[config.mk]
export PLATFORM = sky130hd
export DESIGN_NAME = imem_loader
export DESIGN_NICKNAME = d
export VERILOG_FILES = /design/src/rtl/imem_loader.sv
export SDC_FILE = /design/constraint.sdc
export NUM_CORES = 1
export LEC_CHECK = 0
export CORE_MARGIN = 1
export CORE_UTILIZATION = 36
export DETAILED_ROUTE_END_ITERATION = 8
export PLACE_DENSITY = 0.59
export SLEW_MARGIN = 20
export SYNTH_ARGS = -nofsm -noshare
export SYNTH_HDL_FRONTEND = slang
export SYNTH_SLANG_ARGS = --single-unit
[constraint.sdc]
create_clock -name Clock -period 13.1 [get_ports Clock]
set_input_delay 1.965 -clock Clock [delete_from_list [all_inputs] [get_ports Clock]]
set_output_delay 1.965 -clock Clock [all_outputs]
set_load 0.01 [all_outputs]
[src/rtl/imem_loader.sv]
// Length-prefixed byte-stream writer for the instruction memory; holds the CPU while loading.
// Optional trailing checksum byte is enabled by defining CHECKSUM_EN.
module imem_loader #(
    parameter int MEM_BYTES = 128,
    parameter int ADDR_W    = 24,
    parameter int LEN_W     = 16
) (
    input  logic              Clock,
    input  logic              Reset,
    input  logic              Start,
    input  logic [7:0]        ByteIn,
    input  logic              ByteValid,
    output logic              ByteReady,
    output logic              MemWrEn,
    output logic [ADDR_W-1:0] MemWrAddr,
    output logic [7:0]        MemWrData,
    output logic              CpuHold,
    output logic              Done,
    output logic              Error,
    output logic [LEN_W-1:0]  BytesLoaded
);

    typedef enum logic [2:0] {
        IDLE,
        LEN_HI,
        LEN_LO,
        DATA,
`ifdef CHECKSUM_EN
        CHK,
`endif
        DONE,
        ERR
    } state_t;

    state_t           state;
    logic [7:0]       len_hi;
    logic [LEN_W-1:0] len;
    logic [LEN_W-1:0] len_in;
    logic             len_bad;
    logic             last_byte;
    logic             xfer;
`ifdef CHECKSUM_EN
    logic [7:0]       sum;
`endif

    always_comb begin
        xfer      = ByteValid & ByteReady;
        len_in    = LEN_W'({len_hi, ByteIn});
        len_bad   = (len_in > LEN_W'(MEM_BYTES)) || ((len_in % LEN_W'(3)) != '0);
        last_byte = (BytesLoaded + LEN_W'(1)) == len;
    end

    always_ff @(posedge Clock) begin
        if (!Reset) begin
            state       <= IDLE;
            len_hi      <= '0;
            len         <= '0;
            ByteReady   <= 1'b0;
            MemWrEn     <= 1'b0;
            MemWrAddr   <= '0;
            MemWrData   <= '0;
            CpuHold     <= 1'b0;
            Done        <= 1'b0;
            Error       <= 1'b0;
            BytesLoaded <= '0;
`ifdef CHECKSUM_EN
            sum         <= '0;
`endif
        end else begin
            MemWrEn <= 1'b0;
            case (state)
                IDLE, DONE, ERR: begin
                    if (Start) begin
                        state       <= LEN_HI;
                        ByteReady   <= 1'b1;
                        CpuHold     <= 1'b1;
                        Done        <= 1'b0;
                        Error       <= 1'b0;
                        BytesLoaded <= '0;
                        MemWrAddr   <= '0;
`ifdef CHECKSUM_EN
                        sum         <= '0;
`endif
                    end
                end
                LEN_HI: begin
                    if (xfer) begin
                        len_hi <= ByteIn;
                        state  <= LEN_LO;
                    end
                end
                LEN_LO: begin
                    if (xfer) begin
                        len <= len_in;
                        if (len_bad) begin
                            state     <= ERR;
                            ByteReady <= 1'b0;
                            Error     <= 1'b1;
                        end else if (len_in == '0) begin
`ifdef CHECKSUM_EN
                            state     <= CHK;
`else
                            state     <= DONE;
                            ByteReady <= 1'b0;
                            CpuHold   <= 1'b0;
                            Done      <= 1'b1;
`endif
                        end else begin
                            state <= DATA;
                        end
                    end
                end
                DATA: begin
                    if (xfer) begin
                        MemWrEn     <= 1'b1;
                        MemWrData   <= ByteIn;
                        MemWrAddr   <= ADDR_W'(BytesLoaded);
                        BytesLoaded <= BytesLoaded + LEN_W'(1);
`ifdef CHECKSUM_EN
                        sum <= sum + ByteIn;
                        if (last_byte) state <= CHK;
`else
                        // Done and released hold coincide with the final write strobe.
                        if (last_byte) begin
                            state     <= DONE;
                            ByteReady <= 1'b0;
                            CpuHold   <= 1'b0;
                            Done      <= 1'b1;
                        end
`endif
                    end
                end
`ifdef CHECKSUM_EN
                CHK: begin
                    if (xfer) begin
                        ByteReady <= 1'b0;
                        if (ByteIn == sum) begin
                            state   <= DONE;
                            CpuHold <= 1'b0;
                            Done    <= 1'b1;
                        end else begin
                            state <= ERR;
                            Error <= 1'b1;
                        end
                    end
                end
`endif
                default: begin
                    state     <= IDLE;
                    ByteReady <= 1'b0;
                    CpuHold   <= 1'b0;
                end
            endcase
        end
    end

endmodule
==> results.json <==
{
  "highest_layer": "met4",
  "arrival_ns": 7.09,
  "ios": 65,
  "cts_buffer_depth": 2,
  "cts-resized-gates": 0,
  "ant_nets": 0,
  "yosysTopAreaCellShare_pct": 30.4,
  "dr.first_iter.drc_count": 275,
  "place.port_buffers": 56,
  "p_int_mw": 0.407,
  "postCtsHoldBufs": 0,
  "comb_power_share_pct": 19.7,
  "pwr-share-seq_pct": 39.9,
  "timing.fmax_mhz": 146,
  "r2r_slack_ns": 7.62,
  "cts.reportedPaths.clkPinSlew_ns": 0.06,
  "preCtsSetupSlack_ns": 5.95,
  "rsz0062_at_grt": "false",
  "ctsHtreeMaxLevel": 3,
  "yosysSeqAreaShare_pct": 30.4,
  "run_status": "complete, no violations",
  "r2r-start": "len_hi[2]",
  "cp.required_ns": 13.32,
  "synth_area_leader_cell": "dfxtp_1",
  "synth_area_per_cell_um2": 7.84,
  "synth.most_common_cell": "nand2_1",
  "synth.distinct_cells": 80,
  "setup_ws_ns": 6.23,
  "p_clk_share_pct": 40.4,
  "grt_max_degree": 73,
  "hold_viol": 0,
  "wl_met3_um": 551,
  "drc_errors": 0,
  "wirelength_met1_um": 5760,
  "cts_tree": "done",
  "design.die.area_mm2": 0.0136,
  "p_switching_mw": 0.175,
  "netSwitchingFraction_pct": 30.0,
  "synth_area_mm2": 0.00474,
  "gp_congestion": 0.937,
  "rr_worst_depth": 21,
  "area_growth_pct": 18.0,
  "path_max_fanout": 14,
  "die_x_um": 117,
  "hold_path_end": "MemWrAddr[13]",
  "report.final.slew_viol_count": 0,
  "drt_wl_total_um": 12200,
  "drt_pass1_iterations": 5,
  "coreArea_mm2": 0.0127,
  "crit_path_end_kind": "flop",
  "drt-vias-per-instance": 5.44,
  "critical_path_class": "in -> reg",
  "slew_headroom_pct": 29.1,
  "synth-main-ff-cell": "dfxtp_1",
  "async_reset_ff_share_pct": 0,
  "cts_root_buffer": "clkbuf_16",
  "r2r_end": "state[1]",
  "fin_worst_skew_ns": 0.00565,
  "hp-start": "MemWrAddr[13]",
  "drive_above_1_share_pct": 6.78,
  "worstMarginPinSlew_ns": 1.06,
  "ir_drop_mv": 0.0483,
  "die_y_um": 117,
  "diodes": 0,
  "ys_ff_latch": 72,
  "track_usage_pct": 18.8,
  "power_density_mw_per_mm2": 104,
  "wl_per_cell_um": 15.1,
  "p_leak_nw": 1.91,
  "antenna_found_initial": 0,
  "tns_ns": 0,
  "grt_pass1_vias": 4041,
  "cp-start-kind": "input port",
  "post_cts_buffers": 0,
  "synthCells": 604,
  "initial_core_util_pct": 37.2,
  "overflow": 0,
  "synth_area_leaders": "dfxtp_1 30%, nand2_1 8.6%, a21boi_0 7.0%",
  "num_vias": 4381,
  "ys_top_cells_by_count": "109 x nand2_1, 72 x dfxtp_1, 44 x a21boi_0",
  "ys.warnings.count": 0,
  "cts.sinks": 72,
  "hp-class": "reg -> reg",
  "maxCapViolations": 0,
  "grt_pass1_wl_um": 20200,
  "min_path_cells": 2,
  "post-route-period-util_pct": 52.4,
  "startpoint": "ByteIn[6]",
  "nNetsFinal": 644,
  "setup_violations": 0,
  "route.met2.wl_um": 5690,
  "dp_hpwl_um": 8420,
  "placementRows": 41,
  "numCtsBuffers": 9,
  "min_period_ns": 6.87,
  "synth-edff-count": 0,
  "worstSkewPairLatency_ns": 0.34
}
## final cells by class
type / instances / area, um2
sequential: 72 / 1440
clock buffer: 12 / 256
inverter: 8 / 30.0
multi-input combinational: 480 / 3050
fill: 1311 / 7130
timing repair buffer: 58 / 573
clock inverter: 4 / 28.8
tap: 172 / 215
## power by group through the flow
stage	registers [mW]	clock network (mW)	logic, mW
4_1_cts	0.232	0.242	0.114
5_1_grt	0.233	0.252	0.127
6_report	0.232	0.235	0.115
2_1_floorplan	0.234	0	0.0894
3_5_place_dp	0.237	0	0.114
3_3_place_gp	0.237	0	0.111
## flip-flops by register name (all words and copies together), names as in the netlist
name / flops
ByteReady: 1
CpuHold: 1
Error: 1
BytesLoaded: 16
Done: 1
len: 16
state: 3
MemWrAddr: 16
MemWrEn: 1
MemWrData: 8
len_hi: 8
## routing by layer
| metal | track usage, % | up-vias |
|---|---|---|
| li1 | - | 2192 |
| met1 | 24.6 | 2065 |
| met3 | 3.58 | 12 |
| met5 | 0 | - |
| met2 | 30.7 | 112 |
| met4 | 7.17 | 0 |
## worst max-delay path by stage
stage / to / cells after the start
2_1_floorplan: CpuHold / 19
3_3_place_gp: CpuHold / 19
3_5_place_dp: CpuHold / 19
4_1_cts: CpuHold / 19
5_1_grt: ByteReady / 21
6_report: CpuHold / 19
## critical path, stage by stage
cell             delay [ns]
clkdlybuf4s50_1        0.81
xor2_1                 0.28
nand2b_1               0.12
or4_1                  0.40
o221ai_1               0.17
nor2_1                 0.11
or2_1                  0.28
o31ai_1                0.41
o31ai_4                0.15
inv_2                  0.14
ha_1                   0.45
nand2b_1               0.24
o31ai_1                0.09
ha_1                   0.23
nor4_1                 0.31
o22ai_1                0.18
or3b_4                 0.44
a211oi_2               0.22
o21ai_1                0.09
## cell families (layout without fill, tap and decap cells)
kind of cell / count (synthesis) / after routing / synth area share, %
adder cells (fa/ha/maj): 3 / 3 / 0.792
AND/OR/NAND/NOR: 261 / 261 / 28.3
AO/OA/AOI/OAI: 164 / 164 / 26.2
buffers and inverters: 59 / 82 / 5.89
XOR/XNOR: 38 / 38 / 7.02
flip-flops: 72 / 72 / 30.4
other: 1 / 8 / 0.0791
multiplexers: 6 / 6 / 1.35
## layout by cell type, fill, tap and decap left out, types with 3 or more instances in the layout
cell             instances
a211oi_1                 4
a21boi_0                44
a21oi_1                 17
a22oi_1                 16
a31oi_1                  4
and2_1                   7
and3_1                  12
buf_4                    3
clkbuf_16                9
clkdlybuf4s50_1         55
conb_1                   8
dfxtp_1                 72
ha_1                     3
inv_1                    7
mux2i_1                  3
nand2_1                109
nand2b_1                 3
nand3_1                 25
nand4_1                  4
nand4b_1                 3
nor2_1                  30
nor2b_1                 27
nor3_1                   5
nor3b_1                  5
nor4_1                   8
o21a_1                   3
o21ai_0                 32
o31ai_1                  4
xnor2_1                 21
xor2_1                  17
## metrics by stage
stage / power, mW / std cells / utilization, % / hold WS [ns] / instance area (um2)
after global routing: 0.613 / 806 / 44.0 / 0.489 / 5590
after floorplan: 0.323 / 611 / - / 0.455 / 4760
after global placement: 0.348 / 790 / 41.7 / 0.451 / 5300
final: 0.582 / 806 / 44.0 / 0.459 / 5590
after CTS: 0.588 / 806 / 43.9 / 0.467 / 5590
after detailed placement: 0.351 / 790 / 41.7 / 0.459 / 5300
No activity file was read; power rests on OpenSTA's default activity.
